`config.mk`:
```
export PLATFORM = sky130hd
export DESIGN_NAME = arith_seq_unit
export DESIGN_NICKNAME = d
export VERILOG_FILES = /design/src/rtl/arith_pkg.sv /design/src/rtl/arith_divider.sv /design/src/rtl/arith_seq_unit.sv
export SDC_FILE = /design/constraint.sdc
export NUM_CORES = 1
export LEC_CHECK = 0
export CAP_MARGIN = 10
export CORE_UTILIZATION = 61
export DETAILED_ROUTE_END_ITERATION = 10
export DONT_BUFFER_PORTS = 1
export PLACE_DENSITY_LB_ADDON = 0.25
export SLEW_MARGIN = 25
export SYNTH_ARGS = -nofsm -noshare
export SYNTH_HDL_FRONTEND = slang
export SYNTH_HIERARCHICAL = 1
export SYNTH_SLANG_ARGS = --single-unit
```
`constraint.sdc`:
```
create_clock -name clk -period 5.8 [get_ports clk]
set_clock_uncertainty 0.05 [all_clocks]
set_input_delay 0.29 -clock clk [delete_from_list [all_inputs] [get_ports clk]]
set_output_delay 0.29 -clock clk [all_outputs]
set_load 0.01 [all_outputs]
```
`src/rtl/arith_pkg.sv`:
```
// Shared definitions for the sequential arithmetic unit.
//   op_e      : opcode encoding carried on the 2-bit op input
//   ST_*      : FSM state encodings used by arith_seq_unit
package arith_pkg;

    typedef enum logic [1:0] {
        OP_ADD = 2'b00,
        OP_SUB = 2'b01,
        OP_MUL = 2'b10,
        OP_DIV = 2'b11
    } op_e;

    // FSM state encodings
    localparam logic [1:0] ST_IDLE = 2'd0;
    localparam logic [1:0] ST_DIV  = 2'd1;
    localparam logic [1:0] ST_DONE = 2'd2;

endpackage

```
`src/rtl/arith_divider.sv`:
```
// Unsigned restoring divider, one quotient bit per clock.
// Ports:
//   clk, rst  : clock and synchronous active-high reset
//   start     : load new operands; the first iteration is done in the load cycle
//   a_mag     : dividend magnitude
//   b_mag     : divisor magnitude (non-zero)
//   done      : quotient/remainder valid (iteration count reached WIDTH)
//   quo_mag   : quotient magnitude
//   rem_mag   : remainder magnitude
module arith_divider #(
    parameter int unsigned WIDTH = 16
) (
    input  logic             clk,
    input  logic             rst,
    input  logic             start,
    input  logic [WIDTH-1:0] a_mag,
    input  logic [WIDTH-1:0] b_mag,
    output logic             done,
    output logic [WIDTH-1:0] quo_mag,
    output logic [WIDTH-1:0] rem_mag
);

    localparam int unsigned CW = $clog2(WIDTH + 1);

    logic [WIDTH-1:0] rem_q, quo_q, div_q;
    logic [CW-1:0]    cnt_q;

    logic [WIDTH-1:0] src_rem, src_quo, src_div;
    logic [WIDTH:0]   trial;
    logic             fits;
    logic [WIDTH-1:0] rem_step, quo_step;
    logic             busy;

    // On start the step operates directly on the incoming operands so that the
    // full quotient is ready WIDTH-1 edges after the load edge.
    always_comb begin
        src_rem  = start ? '0 : rem_q;
        src_quo  = start ? a_mag : quo_q;
        src_div  = start ? b_mag : div_q;
        trial    = {src_rem, src_quo[WIDTH-1]};
        fits     = trial >= {1'b0, src_div};
        // Partial remainder stays below the divisor, so WIDTH bits suffice.
        rem_step = fits ? WIDTH'(trial - {1'b0, src_div}) : trial[WIDTH-1:0];
        quo_step = {src_quo[WIDTH-2:0], fits};
    end

    assign busy    = (cnt_q != '0) && (cnt_q != CW'(WIDTH));
    assign done    = (cnt_q == CW'(WIDTH));
    assign quo_mag = quo_q;
    assign rem_mag = rem_q;

    always_ff @(posedge clk) begin
        if (rst) begin
            rem_q <= '0;
            quo_q <= '0;
            div_q <= '0;
            cnt_q <= '0;
        end else if (start) begin
            rem_q <= rem_step;
            quo_q <= quo_step;
            div_q <= b_mag;
            cnt_q <= CW'(1);
        end else if (busy) begin
            rem_q <= rem_step;
            quo_q <= quo_step;
            cnt_q <= cnt_q + CW'(1);
        end
    end

endmodule

```
`src/rtl/arith_seq_unit.sv`:
```
// Handshaked signed arithmetic unit: add, sub, full-width mul and iterative
// signed divide (quotient low half, remainder high half, truncating to zero).
// Ports:
//   clk, rst            : clock and synchronous active-high reset
//   in_valid, in_ready  : operand handshake (in_ready only in IDLE, rst low)
//   a, b, op            : signed operands and opcode (arith_pkg::op_e)
//   out_valid, out_ready: result handshake
//   result              : 2*WIDTH registered result, held until taken
//   err                 : divide-by-zero flag, qualified by out_valid
module arith_seq_unit
    import arith_pkg::*;
#(
    parameter int unsigned WIDTH = 16
) (
    input  logic               clk,
    input  logic               rst,
    input  logic               in_valid,
    output logic               in_ready,
    input  logic [WIDTH-1:0]   a,
    input  logic [WIDTH-1:0]   b,
    input  logic [1:0]         op,
    output logic               out_valid,
    input  logic               out_ready,
    output logic [2*WIDTH-1:0] result,
    output logic               err
);

    logic [1:0]         state_q, state_d;
    logic [2*WIDTH-1:0] result_q, result_d;
    logic               err_q, err_d;
    logic               quo_neg_q, rem_neg_q;

    logic               accept, b_zero, div_start, div_done;
    logic [2*WIDTH-1:0] a_ext, b_ext, sum, diff, prod;
    logic [WIDTH-1:0]   a_mag, b_mag, quo_mag, rem_mag, quo_fix, rem_fix;

    assign in_ready  = (state_q == ST_IDLE) && !rst;
    assign out_valid = (state_q == ST_DONE);
    assign result    = result_q;
    assign err       = err_q;

    assign accept    = in_valid && in_ready;
    assign b_zero    = (b == '0);
    assign div_start = accept && (op_e'(op) == OP_DIV) && !b_zero;

    // Sign-extend first: the low 2*WIDTH bits of the unsigned product of the
    // extended operands equal the exact signed product.
    assign a_ext = {{WIDTH{a[WIDTH-1]}}, a};
    assign b_ext = {{WIDTH{b[WIDTH-1]}}, b};
    assign sum   = a_ext + b_ext;
    assign diff  = a_ext - b_ext;
    assign prod  = a_ext * b_ext;

    // -2^(WIDTH-1) maps to 2^(WIDTH-1), which still fits as an unsigned magnitude.
    assign a_mag = a[WIDTH-1] ? -a : a;
    assign b_mag = b[WIDTH-1] ? -b : b;

    arith_divider #(
        .WIDTH (WIDTH)
    ) u_divider (
        .clk     (clk),
        .rst     (rst),
        .start   (div_start),
        .a_mag   (a_mag),
        .b_mag   (b_mag),
        .done    (div_done),
        .quo_mag (quo_mag),
        .rem_mag (rem_mag)
    );

    // Quotient wraps naturally for -2^(WIDTH-1) / -1.
    assign quo_fix = quo_neg_q ? -quo_mag : quo_mag;
    assign rem_fix = rem_neg_q ? -rem_mag : rem_mag;

    always_comb begin
        state_d  = state_q;
        result_d = result_q;
        err_d    = err_q;
        case (state_q)
            ST_IDLE: begin
                if (accept) begin
                    err_d   = 1'b0;
                    state_d = ST_DONE;
                    case (op_e'(op))
                        OP_ADD: result_d = sum;
                        OP_SUB: result_d = diff;
                        OP_MUL: result_d = prod;
                        OP_DIV: begin
                            if (b_zero) begin
                                result_d = {a, {WIDTH{1'b1}}};
                                err_d    = 1'b1;
                            end else begin
                                state_d = ST_DIV;
                            end
                        end
                        default: result_d = sum;
                    endcase
                end
            end
            ST_DIV: begin
                if (div_done) begin
                    result_d = {rem_fix, quo_fix};
                    state_d  = ST_DONE;
                end
            end
            ST_DONE: begin
                if (out_ready) state_d = ST_IDLE;
            end
            default: state_d = ST_IDLE;
        endcase
    end

    always_ff @(posedge clk) begin
        if (rst) begin
            state_q   <= ST_IDLE;
            result_q  <= '0;
            err_q     <= 1'b0;
            quo_neg_q <= 1'b0;
            rem_neg_q <= 1'b0;
        end else begin
            state_q  <= state_d;
            result_q <= result_d;
            err_q    <= err_d;
            if (div_start) begin
                quo_neg_q <= a[WIDTH-1] ^ b[WIDTH-1];
                rem_neg_q <= a[WIDTH-1];
            end
        end
    end

endmodule

```
# After elaboration in Yosys (flattened, before gate mapping)

Index checks and enable logic that the tools add are counted.

Flip-flop bits (word level): 90
Input port bits: 38
Output and inout port bits: 35
Logic and storage cells: 76

Add/sub/neg operators: 8
Multiply operators: 1
$lt $le $gt $ge: 1
Equal/unequal tests: 11
Muxes and demuxes: 27
Bitwise gates (word level): 1
Reductions and logical operators: 17

Operators with widths:

| kind                | count |
|---|---|
| $mux 16             | 12 |
| $pmux 32 s4         | 1 |
| $mux 32             | 3 |
| $neg 16->16         | 4 |
| $pmux 32 s2         | 1 |
| $mul 16x16->32      | 1 |
| $add 16x16->17      | 1 |
| $ge 17x16->1        | 1 |
| $sub 16x16->17      | 1 |
| $logic_not 16->1    | 1 |
| $sub 16x16->16      | 1 |
| $mux 2              | 5 |
| $eq 2x2->1 const B  | 3 |
| $pmux 2 s3          | 1 |
| $add 5x1->5 const B | 1 |
| $eq 5x5->1 const B  | 1 |
| $logic_and 1x1->1   | 5 |
| $ne 5x5->1 const B  | 1 |
| $reduce_bool 5->1   | 1 |
| $eq 2x1->1 const B  | 2 |
| $logic_not 2->1     | 2 |
| $mux 1              | 4 |
| $ne 2x2->1 const B  | 2 |
| $reduce_and 4->1    | 1 |
| 8 further kinds     | 10 |

# Longest topological paths before layout

Gate-level depths: netlist (run 1).

Depth in word-level cells: 10
Gate-level depth with buffers: 24
Gate-level depth less buffers: 23

# Hierarchy

Netlist (run 1), hierarchy kept.

Modules (own cells, without submodules):

| module         | instances | cells each | area each (um^2) | seq. area each (um^2) |
|---|---|---|---|---|
| arith_seq_unit | 1         | 1758       | 14545.2          | 740.7 |
| arith_divider  | 1         | 356        | 3091.7           | 1061.0 |

# Worst setup path after synthesis (run 1)

No wires, ideal clock.

Path kind: input-to-reg
Start point: input a[15]
End point: register result_q[31], in the netlist result[31]
Library setup time: 0.132 ns
Data arrival time: 6.194 ns
Required time: 5.618 ns
Setup slack: -0.575 ns
Stages: 23
Buffers on the path: 3
Path through: clkbuf_1 -> clkbuf_1 -> nand2_1 -> inv_1 -> fa_1 -> fa_1 -> fa_1 -> fa_1 -> fa_1 -> inv_1 -> fa_1 -> inv_1 -> ha_1 -> clkbuf_1 -> a211oi_1 -> o21ai_0 -> a211oi_1 -> o21bai_1 -> a31oi_1 -> a31oi_1 -> xnor2_1 -> a211oi_1 -> nor3_1

Cells in the longest elaborated chain, start to end: 4
Elaborated cells between the ends (all ways): 7
Those cells by class: add/sub: 2; mul: 1; mux: 4

RTL lines:

| what                                   | RTL line              | RTL |
|---|---|---|
| start, declared                        | arith_seq_unit.sv:19  | `input logic [WIDTH-1:0] a,` |
| $mul 16x16->32 (tied with other cells) | arith_seq_unit.sv:52  | `assign prod = a_ext * b_ext;` |
| $pmux 32 s4 (*)                        | arith_seq_unit.sv:84  | `case (op_e'(op))` |
| $mux 32 (*)                            | arith_seq_unit.sv:81  | `if (accept) begin` |
| $pmux 32 s2 (*)                        | arith_seq_unit.sv:79  | `case (state_q)` |
| end signal, assigned                   | arith_seq_unit.sv:122 | `result_q <= result_d;` |
| end, declared                          | arith_seq_unit.sv:29  | `logic [2*WIDTH-1:0] result_q, result_d;` |

Every way passes the cells marked *; elsewhere a longest branch is shown, timed or not. The select of a mux whose other input is x is not followed.
A chain may end at the register's enable or synchronous reset.

# Worst setup path in the final report (run 1)

Start point: input a[8]
End point: register result_q[22], in the netlist result[22]

Cells in the longest elaborated chain, start to end: 4
Elaborated cells between the ends (all ways): 6
Those cells by class: add/sub: 2; mul: 1; mux: 3

RTL lines:

| what                                   | RTL line |
|---|---|
| $mul 16x16->32 (tied with other cells) | arith_seq_unit.sv:52 |
| $pmux 32 s4 (*)                        | arith_seq_unit.sv:84 |
| $mux 32 (*)                            | arith_seq_unit.sv:81 |
| $pmux 32 s2 (*)                        | arith_seq_unit.sv:79 |

Marks and branches as above.

==> impl_metrics.json, run 1 <==
{
  "viasPerCell": 6.21,
  "worstSetupPathType": "in -> reg",
  "timing.final.crit_share": 0.967,
  "clk_pin_slew_worst_paths_ns": 0.07,
  "wirelength_mm": 54.1,
  "yosysTopAreaCell": "fa_1",
  "die_y_um": 172,
  "crit_path_frequent_cell": "fa_1",
  "cts.sinks": 90,
  "synth_seq_cells": 90,
  "dr.pass1.iters": 6,
  "critPathSlowestCell": "fa_1",
  "core_mm2": 0.0281,
  "grt_pass1_wl_mm": 85.2,
  "fp.dieW_um": 172,
  "grt_pass1_vias": 15895,
  "max_freq_ghz": 0.178,
  "post-dp-hpwl_mm": 41.4,
  "fin_nets": 2535,
  "vias": 15399,
  "grtUsageTotal": 0.380,
  "setup_viol": 0,
  "met1Wirelength_mm": 20.9,
  "synth_cells": 2114,
  "hold_class": "in -> reg",
  "ant_nets": 0,
  "critPathMaxStageDelay_ns": 0.57,
  "cts_tree": "yes",
  "status": "finished clean",
  "layout_min_cycle_time_ns": 5.61,
  "place_congestion": 0.998,
  "fillers": 2438,
  "synth-async-reset-ratio": 0,
  "syn_area_mm2": 0.0176,
  "rows": 61,
  "syn_area_per_cell_um2": 8.34,
  "utilization": 0.663,
  "drive_above_1_share": 0.0610,
  "dieArea_mm2": 0.0296,
  "clock_path_buffers": 2,
  "syn-num-nets": 2554,
  "yosys_warnings": 6,
  "hold_violations": 0,
  "htreeDepth": 3,
  "wl_met3_mm": 4.71,
  "clkLatencyLatePin_ns": 0.34,
  "syn2layout_area_growth_pct": 5.66,
  "maxUsedRoutingLayer": "met4",
  "setup.worst_path.end_class": "flip-flop",
  "yosysUniqueCellTypes": 79,
  "critPathRequiredTime_ns": 5.97,
  "grt-ovfl-total": 0,
  "cts_buffers": 9,
  "path_max_fanout": 20,
  "worst_slew_pin_slew_ns": 0.836,
  "start_kind": "input pin",
  "grt_max_degree": 70,
  "wl_met2_mm": 25.5,
  "io_buffers": 0,
  "start_util": 0.628,
  "regArea_mm2": 0.00180,
  "drtIter0Drc": 1488,
  "ys_top_cells_by_area": "fa_1 (30%), dfxtp_1 (10%), ha_1 (9.7%), inv_1 (7.2%), xnor2_1 (4.4%)",
  "finalMaxSlewViolations": 0,
  "antenna_found_initial": 1,
  "synth.yosys.seq_area_share": 0.102,
  "hold-worst-slack_ns": 0.0574,
  "cap_violations": 0,
  "cts-root-buf": "clkbuf_16",
  "route.detailed.drc": 0,
  "synth-edff-count": 0,
  "multiInputGateArea_mm2": 0.0142,
  "synth_ff_type": "dfxtp_1",
  "post_drt_wl_per_cell_um": 21.8,
  "yosysTopAreaCellShare": 0.301,
  "slew_headroom": 0.442,
  "ios": 73,
  "worstPathArrival_ns": 5.78,
  "rsz0062_at_grt": "no",
  "crit_chain": "ha_1, inv_1, fa_1, inv_1, fa_1, fa_1, fa_1, fa_1, inv_1, fa_1, inv_1, ha_1, a21o_1, a21o_1, a21o_1, a31o_2, a21oi_1, xnor2_1, a221oi_1, buf_4, nor3_1"
}
-- worst max-delay path: cells and delay by family --
kind	cells	cell delay, ns
xor gates and xnor gates	1	0.08
and+or+nand+nor	1	0.04
adders and majority gates	8	3.55
AOI/OAI and AO/OA	6	1.39
buffers and inverters	5	0.42
-- cell usage in the layout, fill, tap and decap left out, types with 9 or more instances in the layout --
cell / instances
nand4_1: 10
a21oi_1: 131
xor2_1: 24
dfxtp_1: 90
nand3_1: 21
o21bai_1: 13
xnor2_1: 89
a31oi_1: 14
or4_1: 14
nor4_1: 10
o21a_1: 12
nor2_1: 165
ha_1: 136
mux2i_1: 46
nor3_1: 27
a211oi_1: 23
o31ai_1: 17
o221ai_1: 12
or3_1: 12
clkbuf_16: 9
nor2b_1: 29
o41ai_1: 10
nand2_1: 184
fa_1: 263
a21o_1: 15
nand2b_1: 18
buf_4: 72
or2_2: 9
o21ai_0: 72
and2_1: 91
inv_1: 339
-- final timing paths --
check,cells past startpoint,end,start,slack [ns]
max,21,result[22],a[8],0.19
min,2,u_divider/quo_mag[1],a[0],0.06
max reg2reg,13,u_divider/rem_mag[11],state_q[1],1.53
min reg2reg,2,u_divider/div_q[11],u_divider/div_q[11],0.46
-- per-layer routing --
layer | vias to the layer above | global-route usage
li1 | 6853 | -
met1 | 7578 | 0.482
met2 | 790 | 0.638
met3 | 178 | 0.0499
met4 | 0 | 0.190
met5 | - | 0
-- metrics by stage --
step | std cells | setup TNS [ns] | setup slack [ns] | cell area (um^2)
after CTS | 2477 | 0 | 0.241 | 18600
after global routing | 2478 | 0 | 0.0171 | 18600
after detailed placement | 2459 | -0.331 | -0.0701 | 18300
after global placement | 2459 | -0.0354 | -0.0354 | 18300
final | 2479 | 0 | 0.193 | 18600
after floorplan | 2114 | -0.00104 | -0.00104 | 17700
-- cell usage after synthesis, drive strengths merged, types with 9 or more instances --
cell type and instances:
inv 340, fa 265, nand2 185, nor2 166, ha 137, a21oi 132, and2 92, dfxtp 90
xnor2 89, clkbuf 88, o21ai 76, mux2i 46, nor2b 29, nor3 29, a211oi 24, xor2 24
nand3 22, buf 18, nand2b 18, o31ai 17, a21o 16, or4 16, a31oi 15, o21bai 14
or3 13, nor4 12, o21a 12, o221ai 12, nand4 11, o41ai 11, or2 9
-- registers in the layout (all words and copies together) (netlist names) --
| signal | cells |
|---|---|
| rem_neg_q | 1 |
| result | 32 |
| u_divider/cnt_q | 5 |
| u_divider/rem_mag | 16 |
| err | 1 |
| u_divider/div_q | 16 |
| quo_neg_q | 1 |
| state_q | 2 |
| u_divider/quo_mag | 16 |
-- kinds of logic (layout without fill, tap and decap cells) --
group	count (synthesis)	after routing	synth area share
xor+xnor	113	113	0.0561
fa+ha+maj	402	402	0.398
flops	90	90	0.102
other cells	0	1	0
mux	48	48	0.0274
compound gates	394	394	0.146
buf+inv	447	433	0.0968
simple gates	620	620	0.174
-- final cells by class --
type / instances / area share
Multi-Input combinational cell: 1577 / 0.760
Clock buffer: 10 / 0.0123
Antenna cell: 1 / 0.000134
Inverter: 341 / 0.0688
Timing Repair Buffer: 76 / 0.0326
Sequential cell: 90 / 0.0967
Clock inverter: 6 / 0.00396
Tap cell: 378 / 0.0254
-- what timing repair did --
action,4_1_cts,5_1_grt
setup buffers,0,0
gates resized for setup,0,5
endpoints found under the hold margin,69,2
hold buffers,2,1
setup endpoints to repair,0,6
Power of run 1 is not shown: default switching activity piles up to over one toggle a cycle in this logic, so the estimate is an artifact.
==> run 2, diff against run 1 <==
CORE_UTILIZATION = 65   (was 61)
clock period = 6.2 ns   (was 5.8 ns; I/O delays follow)
==> impl_metrics.json, run 2 (synthesis gave the netlist of run 1 again) <==
{
  "path_max_fanout": 33,
  "multiInputGateArea_mm2": 0.0141,
  "dpl-instance-area_mm2": 0.0178,
  "r2r_end": "u_divider/rem_mag[1]",
  "status": "finished clean",
  "core_mm2": 0.0264,
  "timing.final.ws_setup_ns": 0.360,
  "max_freq_ghz": 0.171,
  "slew_headroom": 0.416,
  "fillers": 2156,
  "drive_above_1_share": 0.0356,
  "layout_min_cycle_time_ns": 5.84,
  "io_buffers": 0,
  "clkLatencyLatePin_ns": 0.35,
  "place_ws_ns": 0.117,
  "viasPerCell": 6.45,
  "cts.sinks": 90,
  "place_congestion": 1.05,
  "vias": 15380,
  "critPathRequiredTime_ns": 6.37,
  "final_common_cell": "inv_1",
  "worstPathArrival_ns": 6.01,
  "setup_viol": 0,
  "min_to": "result[13]",
  "clock_path_buffers": 2,
  "start_util": 0.669,
  "whs_path_depth": 1,
  "cts_tree": "yes",
  "route.detailed.drc": 0,
  "worstSetupPathType": "in -> reg",
  "timing.final.crit_share": 0.942,
  "grt_max_degree": 75,
  "die_y_um": 167,
  "r2r_setup_slack_ns": 1.68,
  "largest_reg_flops": 32,
  "final_area_mm2": 0.0182,
  "syn2layout_area_growth_pct": 3.17,
  "ant_nets": 0,
  "start_kind": "input pin",
  "rows": 59,
  "cap_violations": 0,
  "fin_nets": 2484,
  "hp-start": "rst",
  "wirelength_mm": 53.2,
  "reg2reg_depth": 13,
  "grt_pass1_vias": 15967,
  "grt-ovfl-total": 0,
  "post-dp-hpwl_mm": 40.6,
  "post_drt_wl_per_cell_um": 22.3,
  "worst_slew_pin_slew_ns": 0.876,
  "hold_class": "in -> reg",
  "htreeDepth": 3,
  "antenna_found_initial": 1,
  "dr.pass1.iters": 6,
  "drtIter0Drc": 1488,
  "ios": 73,
  "reg2reg_from": "state_q[1]",
  "hold_violations": 0,
  "grt_pass1_wl_mm": 85.3,
  "setup.worst_path.end_class": "flip-flop",
  "antenna_cells": 0,
  "cts-root-buf": "clkbuf_16",
  "clk_pin_slew_worst_paths_ns": 0.07,
  "fp.dieW_um": 167,
  "mostFrequentLayoutCells": "inv_1 (340), fa_1 (264), nand2_1 (184)",
  "finalSetupTns_ns": 0,
  "dieArea_mm2": 0.0278,
  "rsz0062_at_grt": "no",
  "hold-worst-slack_ns": 0.0145,
  "finalMaxSlewViolations": 0,
  "cts_buffers": 9,
  "grtUsageTotal": 0.397,
  "regArea_mm2": 0.00180
}
run 2: changes by cell type in the layout (fill, tap and decap cells not counted), sizes merged:
cell         before  now
clkinvlp          2    1
clkbuf           10    9
bufinv            1    3
buf              74   24
diode             1    0
inv             342  341
dlygate4sd3       2    1
run 2: worst max path at each step:
stage | from | to | slack, ns | cells past startpoint
after floorplan | a[15] | result[31] | 0.002 | 23
after global placement | a[6] | result[21] | 0.19 | 21
after detailed placement | b[1] | result[22] | 0.12 | 20
after CTS | a[15] | result[22] | 0.42 | 20
after global routing | a[6] | result[21] | 0.10 | 20
final | a[15] | result[22] | 0.36 | 20
run 2: worst max-delay path: stages:
cell	delay, ns
inv_1	0.15
nor2_1	0.11
fa_1	0.75
fa_1	0.52
fa_1	0.51
fa_1	0.51
fa_1	0.51
inv_1	0.06
fa_1	0.47
inv_1	0.04
ha_1	0.28
a21oi_1	0.25
nand2_1	0.13
a21o_1	0.17
a31o_2	0.25
a21oi_1	0.20
xnor2_1	0.08
a221oi_1	0.46
buf_4	0.20
nor3_1	0.04
run 2: per-layer routing:
layer / routed length [um] / vias to the layer above / GRT usage / part of all wire
met5: 0 / - / 0 / 0
met4: 3100 / 0 / 0.205 / 0.058
met3: 4660 / 208 / 0.0549 / 0.088
met2: 25000 / 835 / 0.665 / 0.47
met1: 20400 / 7579 / 0.504 / 0.38
li1: - / 6758 / - / -
run 2: stage by stage:
stage / std cells / utilization
after floorplan: 2114 / -
after global placement: 2366 / 0.676
after detailed placement: 2366 / 0.676
after CTS: 2383 / 0.690
after global routing: 2383 / 0.690
final: 2383 / 0.690
run 2: what timing repair did:
action	in CTS	in global routing
endpoints found under the hold margin	69	0
hold buffers	2	0
setup buffers	0	0
gates resized for setup	0	1
endpoints found under the setup margin	0	1
run 2: final cells by class:
class | count | area share
Tap cell | 335 | 0.0230
Multi-Input combinational cell | 1577 | 0.777
Timing Repair Buffer | 25 | 0.0116
Sequential cell | 90 | 0.0990
Clock inverter | 6 | 0.00633
Inverter | 341 | 0.0703
Clock buffer | 9 | 0.0124
Power of run 2 is left out for the same reason.
